[config.mk]
export PLATFORM = sky130hd
export DESIGN_NAME = stage_release_agent
export DESIGN_NICKNAME = d
export VERILOG_FILES = /design/src/rtl/stage_agent_pkg.sv /design/src/rtl/stage_sat_counter.sv /design/src/rtl/stage_release_agent.sv
export SDC_FILE = /design/constraint.sdc
export NUM_CORES = 1
export LEC_CHECK = 0
export BUFFER_PORTS_ARGS = -buffer_cell sky130_fd_sc_hd__buf_4
export CORE_MARGIN = 3
export CORE_UTILIZATION = 45
export DETAILED_ROUTE_END_ITERATION = 16
export SLEW_MARGIN = 20
export SYNTH_ARGS = -nofsm -noshare
export SYNTH_HDL_FRONTEND = slang
export SYNTH_SLANG_ARGS = --single-unit
[constraint.sdc]
create_clock -name clk -period 2.79 [get_ports clk]
set_input_delay 0.558 -clock clk [delete_from_list [all_inputs] [get_ports clk]]
set_output_delay 0.558 -clock clk [all_outputs]
set_load 0.005 [all_outputs]
[src/rtl/stage_agent_pkg.sv]
// Shared FSM encoding and default counter width for the stage release agent.
package stage_agent_pkg;

  typedef enum logic [2:0] {
    ST_HOLD   = 3'd0,
    ST_SETTLE = 3'd1,
    ST_RUN    = 3'd2,
    ST_DONE   = 3'd3,
    ST_ERR    = 3'd4
  } state_t;

  localparam int CNT_W_DEF = 32;

endpackage

[src/rtl/stage_sat_counter.sv]
// Up-counter with synchronous clear (priority over enable) that stops at limit.
module stage_sat_counter
  import stage_agent_pkg::*;
#(
  parameter int CNT_W = CNT_W_DEF
) (
  input  logic             clk,
  input  logic             rst,
  input  logic             clr,
  input  logic             en,
  input  logic [CNT_W-1:0] limit,
  output logic [CNT_W-1:0] cnt
);

  localparam logic [CNT_W-1:0] ONE = CNT_W'(1);

  always_ff @(posedge clk) begin
    if (!rst) begin
      cnt <= '0;
    end else if (clr) begin
      cnt <= '0;
    end else if (en && (cnt < limit)) begin
      cnt <= cnt + ONE;
    end
  end

endmodule

[src/rtl/stage_release_agent.sv]
// Turns a controller reset level into a held local reset, a start pulse,
// done/timeout status and a measured run latency for one pipeline stage.
module stage_release_agent
  import stage_agent_pkg::*;
#(
  parameter int HOLD_CYCLES = 4,
  parameter int START_DELAY = 2,
  parameter int TIMEOUT     = 1000,
  parameter int CNT_W       = CNT_W_DEF
) (
  input  logic             clk,
  input  logic             rst,
  input  logic             rst_stage,
  input  logic             stage_done,
  output logic             stage_rst_n,
  output logic             stage_start,
  output logic             active,
  output logic             ready,
  output logic             err,
  output logic [CNT_W-1:0] cycle_count
);

  localparam logic [CNT_W-1:0] HOLD_LIM  = CNT_W'(HOLD_CYCLES);
  localparam logic [CNT_W-1:0] DELAY_LIM = CNT_W'(START_DELAY);
  localparam logic [CNT_W-1:0] TMO_LIM   = CNT_W'(TIMEOUT);
  localparam logic [CNT_W-1:0] ONE       = CNT_W'(1);

  state_t           state;
  state_t           state_nxt;
  logic [CNT_W-1:0] phase_cnt;
  logic [CNT_W-1:0] phase_lim;
  logic [CNT_W-1:0] run_cnt;
  logic             phase_clr;
  logic             phase_en;
  logic             run_en;
  logic             run_clr;

  // One counter serves both HOLD and SETTLE; it restarts on every state change.
  assign phase_lim = (state == ST_HOLD) ? HOLD_LIM : DELAY_LIM;
  assign phase_clr = (state_nxt != state);
  assign phase_en  = (state == ST_HOLD) || (state == ST_SETTLE);

  // Counting on entry into RUN makes run_cnt read 1 during the start cycle.
  assign run_en  = (state_nxt == ST_RUN);
  assign run_clr = !run_en;

  stage_sat_counter #(.CNT_W(CNT_W)) u_phase_cnt (
    .clk   (clk),
    .rst   (rst),
    .clr   (phase_clr),
    .en    (phase_en),
    .limit (phase_lim),
    .cnt   (phase_cnt)
  );

  stage_sat_counter #(.CNT_W(CNT_W)) u_run_cnt (
    .clk   (clk),
    .rst   (rst),
    .clr   (run_clr),
    .en    (run_en),
    .limit (TMO_LIM),
    .cnt   (run_cnt)
  );

  always_comb begin
    state_nxt = state;
    case (state)
      ST_HOLD: begin
        if (!rst_stage && (phase_cnt >= HOLD_LIM - ONE)) state_nxt = ST_SETTLE;
      end
      ST_SETTLE: begin
        if (rst_stage)                            state_nxt = ST_HOLD;
        else if (phase_cnt >= DELAY_LIM - ONE)    state_nxt = ST_RUN;
      end
      ST_RUN: begin
        if (rst_stage)                 state_nxt = ST_HOLD;
        else if (stage_done)           state_nxt = ST_DONE;
        else if (run_cnt >= TMO_LIM)   state_nxt = ST_ERR;
      end
      ST_DONE, ST_ERR: begin
        if (rst_stage) state_nxt = ST_HOLD;
      end
      default: state_nxt = ST_HOLD;
    endcase
  end

  // Outputs are registered from the next state so they line up with it.
  always_ff @(posedge clk) begin
    if (!rst) begin
      state       <= ST_HOLD;
      stage_rst_n <= 1'b0;
      stage_start <= 1'b0;
      active      <= 1'b0;
      ready       <= 1'b0;
      err         <= 1'b0;
      cycle_count <= '0;
    end else begin
      state       <= state_nxt;
      stage_rst_n <= (state_nxt != ST_HOLD);
      stage_start <= (state == ST_SETTLE) && (state_nxt == ST_RUN);
      active      <= (state_nxt == ST_RUN);
      ready       <= (state_nxt == ST_DONE);
      err         <= (state_nxt == ST_ERR);
      if (state_nxt == ST_HOLD) begin
        cycle_count <= '0;
      end else if ((state == ST_RUN) && (state_nxt != ST_RUN)) begin
        cycle_count <= run_cnt;
      end
    end
  end

endmodule
==> metrics, run 1 <==
Synth async-reset ratio=0; MaxCap Viol Count=0; Die Wd=107.2 µm; startpoint types=flip-flop; P&R area growth vs syn=13.66%; top post-synthesis cells by area=dfxtp_1 45%, nand3_1 10%, a2bb2oi_1 6.1%; final setup violation count=0; Synth area leader=dfxtp_1; Cell Area, Synth=0.004606 mm²; gpl congestion=0.7772; Worst Setup SP=u_run_cnt.cnt[27]; top-count cell post-synth=dfxtp_1; capture point of the worst path=u_run_cnt.cnt[8]; FF-to-FF path depth=7; met1 Track Usage GR=0.2876; number of core rows=36; Final Max Slew Viols=0; Final nets=553; Power Density=599.7 mW/mm²; Fin Hold WS=0.4544 ns; all-layer global routing usage=0.1964; Post-synth top cells=104 x dfxtp_1, 96 x nand3_1, 45 x nand2_1; Pwr Total=3.139 mW; Reg clk slew, reported paths=0.10 ns; R2R setup slack=0.21 ns; Synth top area share=0.4521; Vias=4074; DR pass1 iterations=5; non-filler cells, final=681; initial antenna violation count=0; worst flop-to-flop path startpoint=u_run_cnt.cnt[27]; vias in the first global route=3731; routing usage on met3=0.03672; Synthesis Warnings=0; GR Util met2=0.2891; Yosys cell types=45; H-tree Lvls=3; crit end category=flip-flop; I/O Buffers=40; worst skew pair latency=0.38 ns; CTS hold repair buffers=0; Max Clk Rate=0.3870 GHz; Seq cells post-synth=104; WS Path Type=reg2reg; Top Ports=41; final period demand of the worst path=2.584 ns; share of cells above drive strength 1=0.1551; DRT iter0 DRCs=223; GR peak layer=met2; measured slew at the worst slew-check pin=0.7898 ns; Via-to-Cell Ratio=5.982; outcome=completed; crit path DAT=2.89 ns; Worst path most repeated cell=nand4_1; die height=107.2 µm; HPWL Detailed=6.859 mm; Num CTS Buffers=9; syn nets=537; global-route wire length before repair=18.53 mm; worst path bufs/invs=1; CTS sink count=104; DP Cell Count=665; cells after synthesis=527; number of synthesized flops with an enable pin=0; pin count of the biggest net entering global routing=65; Max transition margin=0.4694; Top FF cell, synth=dfxtp_1; LEAKAGE=1.867 nW; Levels on crit path=7; WP data required=3.10 ns; peak per-stage delay on the critical path=0.48 ns; CTS tree=done; critical-path cell list=nor4_2 -> nand4_1 -> o311ai_4 -> nand4_1 -> buf_12 -> or4_1 -> a21oi_1; post-CTS setup buffers=0; clock root buffer=clkbuf_8; RR Endpoint=u_run_cnt.cnt[8]; drt wl/cell=15.96 µm; ANT cells=0; cell family with most CP delay=simple AND/OR/NAND/NOR gates; Core Box Area=0.009864 mm²; Tightest Hold Check Type=reg2reg; Starting Density=0.4669; Fin. Hold Viols=0; sequential area share after synthesis=0.4521; unrepaired setup endpoints after global routing=no; setup TNS=0 ns; Worst Path Max Fanout=38; Peak VDD IR=0.4030 mV; Routed Wire Length=10.87 mm; Final Core Density=0.5307; Mean Syn Cell Area=8.739 µm²; number of remaining DRC errors=0; CP max-delay cell=or4_1; global route total overflow=0; Clock Skew=0.01377 ns; clk buf depth=2; post-route ant nets=0; Die Area=0.01148 mm²; period utilization=0.9262
## kinds of logic (layout without fill, tap and decap cells)
group,Yosys count,after routing,share of synthesized area
and+or+nand+nor,222,222,0.2562
AOI/OAI and AO/OA,126,126,0.2076
DFF,104,104,0.4521
buffers and inverters,62,83,0.05406
adders and majority gates,6,6,0.01630
xor gates and xnor gates,5,5,0.009510
muxes,2,2,0.004347
## through the flow
step           cell area, µm²  setup slack (ns)
5_1_grt                  5235          0.006907
3_5_place_dp             5037          -0.04600
3_3_place_gp             5037           0.02666
4_1_cts                  5225            0.1127
2_1_floorplan            4606            0.4903
6_report                 5235            0.2060
## power by group
| part | switching [mW] | internal (mW) |
|---|---|---|
| sequential | 0.0304 | 1.51 |
| combinational | 0.437 | 0.282 |
| clock | 0.531 | 0.352 |
| total | 0.999 | 2.14 |
## sequential cells by signal, summed over array words and instances (netlist names)
| register | cells |
|---|---|
| active | 1 |
| ready | 1 |
| stage_rst_n | 1 |
| stage_start | 1 |
| state | 3 |
| u_phase_cnt.cnt | 32 |
| err | 1 |
| cycle_count | 32 |
| u_run_cnt.cnt | 32 |
## area by class of cell
| cell class | instances | area, µm² |
|---|---|---|
| Clock buffer | 10 | 137.6 |
| Clock inverter | 6 | 42.54 |
| Fill cell | 956 | 4629 |
| Inverter | 11 | 41.29 |
| Multi-Input combinational cell | 361 | 2307 |
| Sequential cell | 104 | 2082 |
| Tap cell | 133 | 166.4 |
| Timing Repair Buffer | 56 | 457.9 |
## metal layers
layer	wire length [µm]	vias up
met5	0	-
met2	4809	78
met4	144	0
met1	5490	1964
met3	423	12
li1	-	2020
## layout by cell type, fill, tap and decap left out, types with 2 or more instances in the layout
cell	Yosys	layout
inv_1	10	10
nor4_4	2	2
or3_1	2	2
clkbuf_8	0	10
and3_1	25	25
a211oi_1	5	5
a2bb2oi_1	32	32
a21oi_1	36	36
nand2_1	45	44
nor4_2	2	3
nand3_1	96	96
ha_1	6	6
xor2_1	3	3
and2_1	4	4
a311oi_1	32	32
o31ai_1	7	7
dfxtp_1	104	104
buf_12	0	3
or4_1	5	5
inv_6	0	2
buf_4	0	53
nor4_1	8	7
nor3_1	7	6
nor2_1	14	14
clkinvlp_4	0	2
o21ai_0	2	2
nand4_1	7	7
xnor2_1	2	2
clkinv_2	0	2
mux2i_1	2	2
## what timing repair did
item,4_1_cts,5_1_grt
resized for setup,2,1
pin swaps,0,1
endpoints found under the setup margin,22,8
## worst min-delay path, cell delays in order (launching register included)
cell and delay (ns):
dfxtp_1 0.32, nand3_1 0.06, a21oi_1 0.04
## worst min-delay path by stage
stage | startpoint | to | slack (ns) | cells after the start
2_1_floorplan | u_phase_cnt.cnt[29] | u_phase_cnt.cnt[29] | 0.42 | 2
3_3_place_gp | u_phase_cnt.cnt[5] | u_phase_cnt.cnt[5] | 0.43 | 2
3_5_place_dp | u_phase_cnt.cnt[6] | u_phase_cnt.cnt[6] | 0.44 | 2
4_1_cts | u_phase_cnt.cnt[6] | u_phase_cnt.cnt[6] | 0.45 | 2
5_1_grt | u_phase_cnt.cnt[6] | u_phase_cnt.cnt[6] | 0.46 | 2
6_report | u_phase_cnt.cnt[4] | u_phase_cnt.cnt[4] | 0.45 | 2
No activity file was read; power rests on OpenSTA's default activity.
==> run 2, diff against run 1 <==
--- a/config.mk
+++ b/config.mk
@@ -7,8 +7,9 @@
 export LEC_CHECK = 0
 export BUFFER_PORTS_ARGS = -buffer_cell sky130_fd_sc_hd__buf_4
 export CORE_MARGIN = 3
-export CORE_UTILIZATION = 45
+export CORE_UTILIZATION = 55
 export DETAILED_ROUTE_END_ITERATION = 16
+export PLACE_DENSITY = 0.75
 export SLEW_MARGIN = 20
 export SYNTH_ARGS = -nofsm -noshare
 export SYNTH_HDL_FRONTEND = slang
==> metrics, run 2 (synthesis results as in run 1) <==
Top Ports=41; worst skew pair latency=0.37 ns; register area=0.002082 mm²; Starting Density=0.5810; clk buf depth=2; initial antenna violation count=0; Tightest Hold Check Type=reg2reg; Final nets=557; gpl congestion=0.9102; Max Clk Rate=0.3875 GHz; fillers=653; startpoint types=flip-flop; FF-to-FF path depth=7; post-route ant nets=0; Worst path most repeated cell=nand4_1; Power Density=601.6 mW/mm²; I/O Buffers=40; crit end category=flip-flop; Die Area=0.009508 mm²; ANT cells=0; Worst Path Max Fanout=15; most frequent cells in the layout=104 x dfxtp_1, 96 x nand3_1, 58 x buf_4; RR Endpoint=u_run_cnt.cnt[5]; Peak VDD IR=0.3977 mV; worst flop-to-flop path startpoint=u_run_cnt.cnt[27]; area used by multi-input combinational logic=0.002296 mm²; period utilization=0.9249; die height=97.51 µm; Fin. Hold Viols=0; Levels on crit path=7; biggest regs=cycle_count x32, u_phase_cnt.cnt x32, u_run_cnt.cnt x32; Routed Wire Length=10.61 mm; clock root buffer=clkbuf_8; Final Max Slew Viols=0; CP max-delay cell=or4_1; final setup violation count=0; capture point of the worst path=u_run_cnt.cnt[5]; Worst Setup SP=u_run_cnt.cnt[27]; peak per-stage delay on the critical path=0.50 ns; MaxCap Viol Count=0; final period demand of the worst path=2.580 ns; Die Wd=97.51 µm; Reg clk slew, reported paths=0.11 ns; Num CTS Buffers=9; cell family with most CP delay=simple AND/OR/NAND/NOR gates; commonest non-fill, non-tap cell in the layout=dfxtp_1; setup TNS=0 ns; worst path bufs/invs=1; CTS sink count=104; P&R area growth vs syn=13.18%; all-layer global routing usage=0.2228; R2R setup slack=0.21 ns; Max transition margin=0.5595; number of remaining DRC errors=0; pin count of the biggest net entering global routing=65; crit path DAT=2.88 ns; DR pass1 iterations=5; Via-to-Cell Ratio=6.381; Clock Skew=0.01667 ns; global route total overflow=0; share of cells above drive strength 1=0.1594; drt wl/cell=16.23 µm; HPWL Detailed=6.853 mm; CTS hold repair buffers=0; Fin Hold WS=0.4520 ns; DRT iter0 DRCs=218; CTS tree=done; global-route wire length before repair=17.97 mm; outcome=completed; measured slew at the worst slew-check pin=0.6558 ns; Vias=4173; LEAKAGE=1.879 nW; critical-path cell list=nor4_1 -> nand4_1 -> o311ai_2 -> nand4_1 -> buf_4 -> or4_1 -> a21oi_1; unrepaired setup endpoints after global routing=no; number of core rows=32; Core Box Area=0.007928 mm²; WP data required=3.09 ns; H-tree Lvls=3; vias in the first global route=3709; WS Path Type=reg2reg
run 2: changes by cell type in the layout (fill, tap and decap cells not counted), sizes merged:
cell,before,now
clkbuf,10,9
buf,56,60
inv,12,13
clkinv,3,4
clkinvlp,2,1
run 2: what timing repair did:
action	in CTS	in global routing
setup endpoints to repair	0	1
gates resized for setup	0	1
setup buffers	0	1
run 2: routing by layer:
metal  wire length [µm]  GRT usage  vias to the layer above
met1               4905     0.3069                     2025
met4                131    0.05964                        0
met2               5068     0.3595                      107
met5                  0          0                        -
met3                507    0.04092                       15
li1                   -          -                     2026
run 2: report_power, final:
group          switching (mW)  total, mW  internal [mW]
Clock                   0.551      0.896          0.345
Sequential             0.0313       1.54           1.51
Combinational           0.428      0.702          0.274
Total                    1.01       3.14           2.13
run 2: worst min-delay path by stage:
| stage | slack (ns) | depth (start not counted) | start | end |
|---|---|---|---|---|
| after floorplan | 0.42 | 2 | u_phase_cnt.cnt[29] | u_phase_cnt.cnt[29] |
| after global placement | 0.43 | 2 | u_phase_cnt.cnt[14] | u_phase_cnt.cnt[14] |
| after detailed placement | 0.44 | 2 | u_phase_cnt.cnt[28] | u_phase_cnt.cnt[28] |
| after CTS | 0.45 | 2 | u_phase_cnt.cnt[28] | u_phase_cnt.cnt[28] |
| after global routing | 0.48 | 2 | u_phase_cnt.cnt[9] | u_phase_cnt.cnt[9] |
| final | 0.45 | 2 | u_phase_cnt.cnt[28] | u_phase_cnt.cnt[28] |
run 2: area by class of cell:
class                           count  share of cell area
Multi-Input combinational cell    361              0.4405
Sequential cell                   104              0.3994
Timing Repair Buffer               60             0.09121
Tap cell                          102             0.02448
Clock buffer                        9             0.02376
Clock inverter                      7             0.01272
Inverter                           11            0.007921
run 2: per-stage QoR:
| step | std cells | util | power (mW) | instance area, µm² | setup WS [ns] |
|---|---|---|---|---|---|
| 3_3_place_gp | 637 | 0.6318 | 2.248 | 5009 | 0.3041 |
| 3_5_place_dp | 637 | 0.6318 | 2.268 | 5009 | 0.2270 |
| 5_1_grt | 654 | 0.6575 | 3.273 | 5213 | 0.01078 |
| 6_report | 654 | 0.6575 | 3.136 | 5213 | 0.2096 |
| 2_1_floorplan | 527 | - | 2.098 | 4606 | 0.4903 |
| 4_1_cts | 653 | 0.6558 | 3.150 | 5199 | 0.1962 |
run 2: worst reg2reg max path: cells and delay by family, from the launching register on:
kind / cells / cell delay (ns)
buffers and inverters: 1 / 0.22
AND/OR/NAND/NOR: 4 / 1.36
AO/OA/AOI/OAI: 2 / 0.57
flip-flops: 1 / 0.36
==> run 3, diff against run 2 <==
--- a/config.mk
+++ b/config.mk
@@ -6,11 +6,11 @@
 export NUM_CORES = 1
 export LEC_CHECK = 0
 export BUFFER_PORTS_ARGS = -buffer_cell sky130_fd_sc_hd__buf_4
+export CORE_ASPECT_RATIO = 0.9
 export CORE_MARGIN = 3
 export CORE_UTILIZATION = 55
 export DETAILED_ROUTE_END_ITERATION = 16
-export PLACE_DENSITY = 0.75
-export SLEW_MARGIN = 20
+export PLACE_DENSITY = 0.82
 export SYNTH_ARGS = -nofsm -noshare
 export SYNTH_HDL_FRONTEND = slang
 export SYNTH_SLANG_ARGS = --single-unit
==> metrics, run 3 (synthesis results as in run 1) <==
MaxCap Viol Count=0; critical-path cell list=nor4_1 -> nand4_1 -> buf_4 -> or3_1 -> a211o_1 -> or4_1 -> a21oi_1; R2R setup slack=0.24 ns; measured slew at the worst slew-check pin=0.6869 ns; post-route ant nets=0; worst skew pair latency=0.37 ns; biggest regs=cycle_count x32, u_phase_cnt.cnt x32, u_run_cnt.cnt x32; clock root buffer=clkbuf_8; number of remaining DRC errors=0; Vias=4217; share of cells above drive strength 1=0.1622; crit end category=flip-flop; WS Path Type=reg2reg; commonest non-fill, non-tap cell in the layout=dfxtp_1; vias in the first global route=3818; P&R area growth vs syn=13.77%; LEAKAGE=1.901 nW; period utilization=0.9140; DR pass1 iterations=5; Final nets=560; most frequent cells in the layout=104 x dfxtp_1, 96 x nand3_1, 60 x buf_4; Worst Path Max Fanout=7; initial antenna violation count=0; fillers=646; Die Area=0.009510 mm²; Fin. Hold Viols=0; Power Density=616.4 mW/mm²; Tightest Hold Check Type=reg2reg; HPWL Detailed=6.955 mm; final setup violation count=0; outcome=completed; Num CTS Buffers=9; all-layer global routing usage=0.2361; CTS sink count=104; clk buf depth=2; Max transition margin=0.5385; die height=92.82 µm; I/O Buffers=40; Core Box Area=0.008107 mm²; peak per-stage delay on the critical path=0.48 ns; global route total overflow=0; Setup WS pre-CTS=0.1264 ns; drt wl/cell=16.65 µm; Routed Wire Length=10.89 mm; Reg clk slew, reported paths=0.11 ns; pin count of the biggest net entering global routing=65; ANT cells=0; DRT iter0 DRCs=398; Placed Area=0.005005 mm²; global-route wire length before repair=18.37 mm; Fin Hold WS=0.4511 ns; number of core rows=31; area used by multi-input combinational logic=0.002290 mm²; crit path DAT=2.85 ns; Clock Skew=0.01767 ns; Peak VDD IR=0.2815 mV; Final Max Slew Viols=0; Setup WS post-layout=0.2400 ns; post-route cell area=0.005240 mm²; unrepaired setup endpoints after global routing=no; final period demand of the worst path=2.550 ns; startpoint types=flip-flop; register area=0.002082 mm²; Via-to-Cell Ratio=6.448; Max Clk Rate=0.3922 GHz; CTS tree=done; Top Ports=41; H-tree Lvls=3; CP max-delay cell=or4_1; setup TNS=0 ns; Starting Density=0.5681; Die Wd=102.5 µm; WP data required=3.09 ns; gpl congestion=0.8812
## run 3: worst paths after layout
check / from / to / cells past startpoint
setup / recovery: u_run_cnt.cnt[12] / u_run_cnt.cnt[7] / 7
hold / removal: u_phase_cnt.cnt[29] / u_phase_cnt.cnt[29] / 2
setup reg to reg: u_run_cnt.cnt[12] / u_run_cnt.cnt[7] / 7
hold reg to reg: u_phase_cnt.cnt[29] / u_phase_cnt.cnt[29] / 2
## run 3: final cells by class
cell class | count | share of cell area
Clock buffer | 9 | 0.02364
Inverter | 11 | 0.007880
Sequential cell | 104 | 0.3973
Timing Repair Buffer | 63 | 0.09575
Tap cell | 99 | 0.02364
Multi-Input combinational cell | 361 | 0.4370
Clock inverter | 7 | 0.01480
## run 3: power by group
part | internal, mW | total [mW] | switching [mW]
Sequential | 1.51 | 1.54 | 0.0348
Clock | 0.424 | 0.954 | 0.529
Combinational | 0.296 | 0.735 | 0.439
Total | 2.23 | 3.23 | 1.00
## run 3: per-stage QoR
stage          utilization  cells  total power [mW]
6_report            0.6464    654             3.230
5_1_grt             0.6464    654             3.380
4_1_cts             0.6422    650             3.221
3_5_place_dp        0.6174    634             2.278
3_3_place_gp        0.6174    634             2.248
2_1_floorplan            -    527             2.098
## run 3: per-layer routing
layer  routed length, µm  track usage  vias up
met5                   0            0        -
met4                 193      0.08962        0
met3                 515      0.04292       22
met2                5241       0.3634      115
met1                4938       0.3272     2039
li1                    -            -     2041
## run 3: timing repair
item	4_1_cts	5_1_grt
setup endpoints to repair	0	61
hold buffers	0	0
buffers inserted	0	4
resized for setup	0	1
## run 3: worst max-delay path: cells and delay by family, from the launching register on
family / cells / cell delay, ns
AND/OR/NAND/NOR: 4 / 1.48
AO/OA/AOI/OAI: 2 / 0.45
buffers and inverters: 1 / 0.21
flip-flops: 1 / 0.35
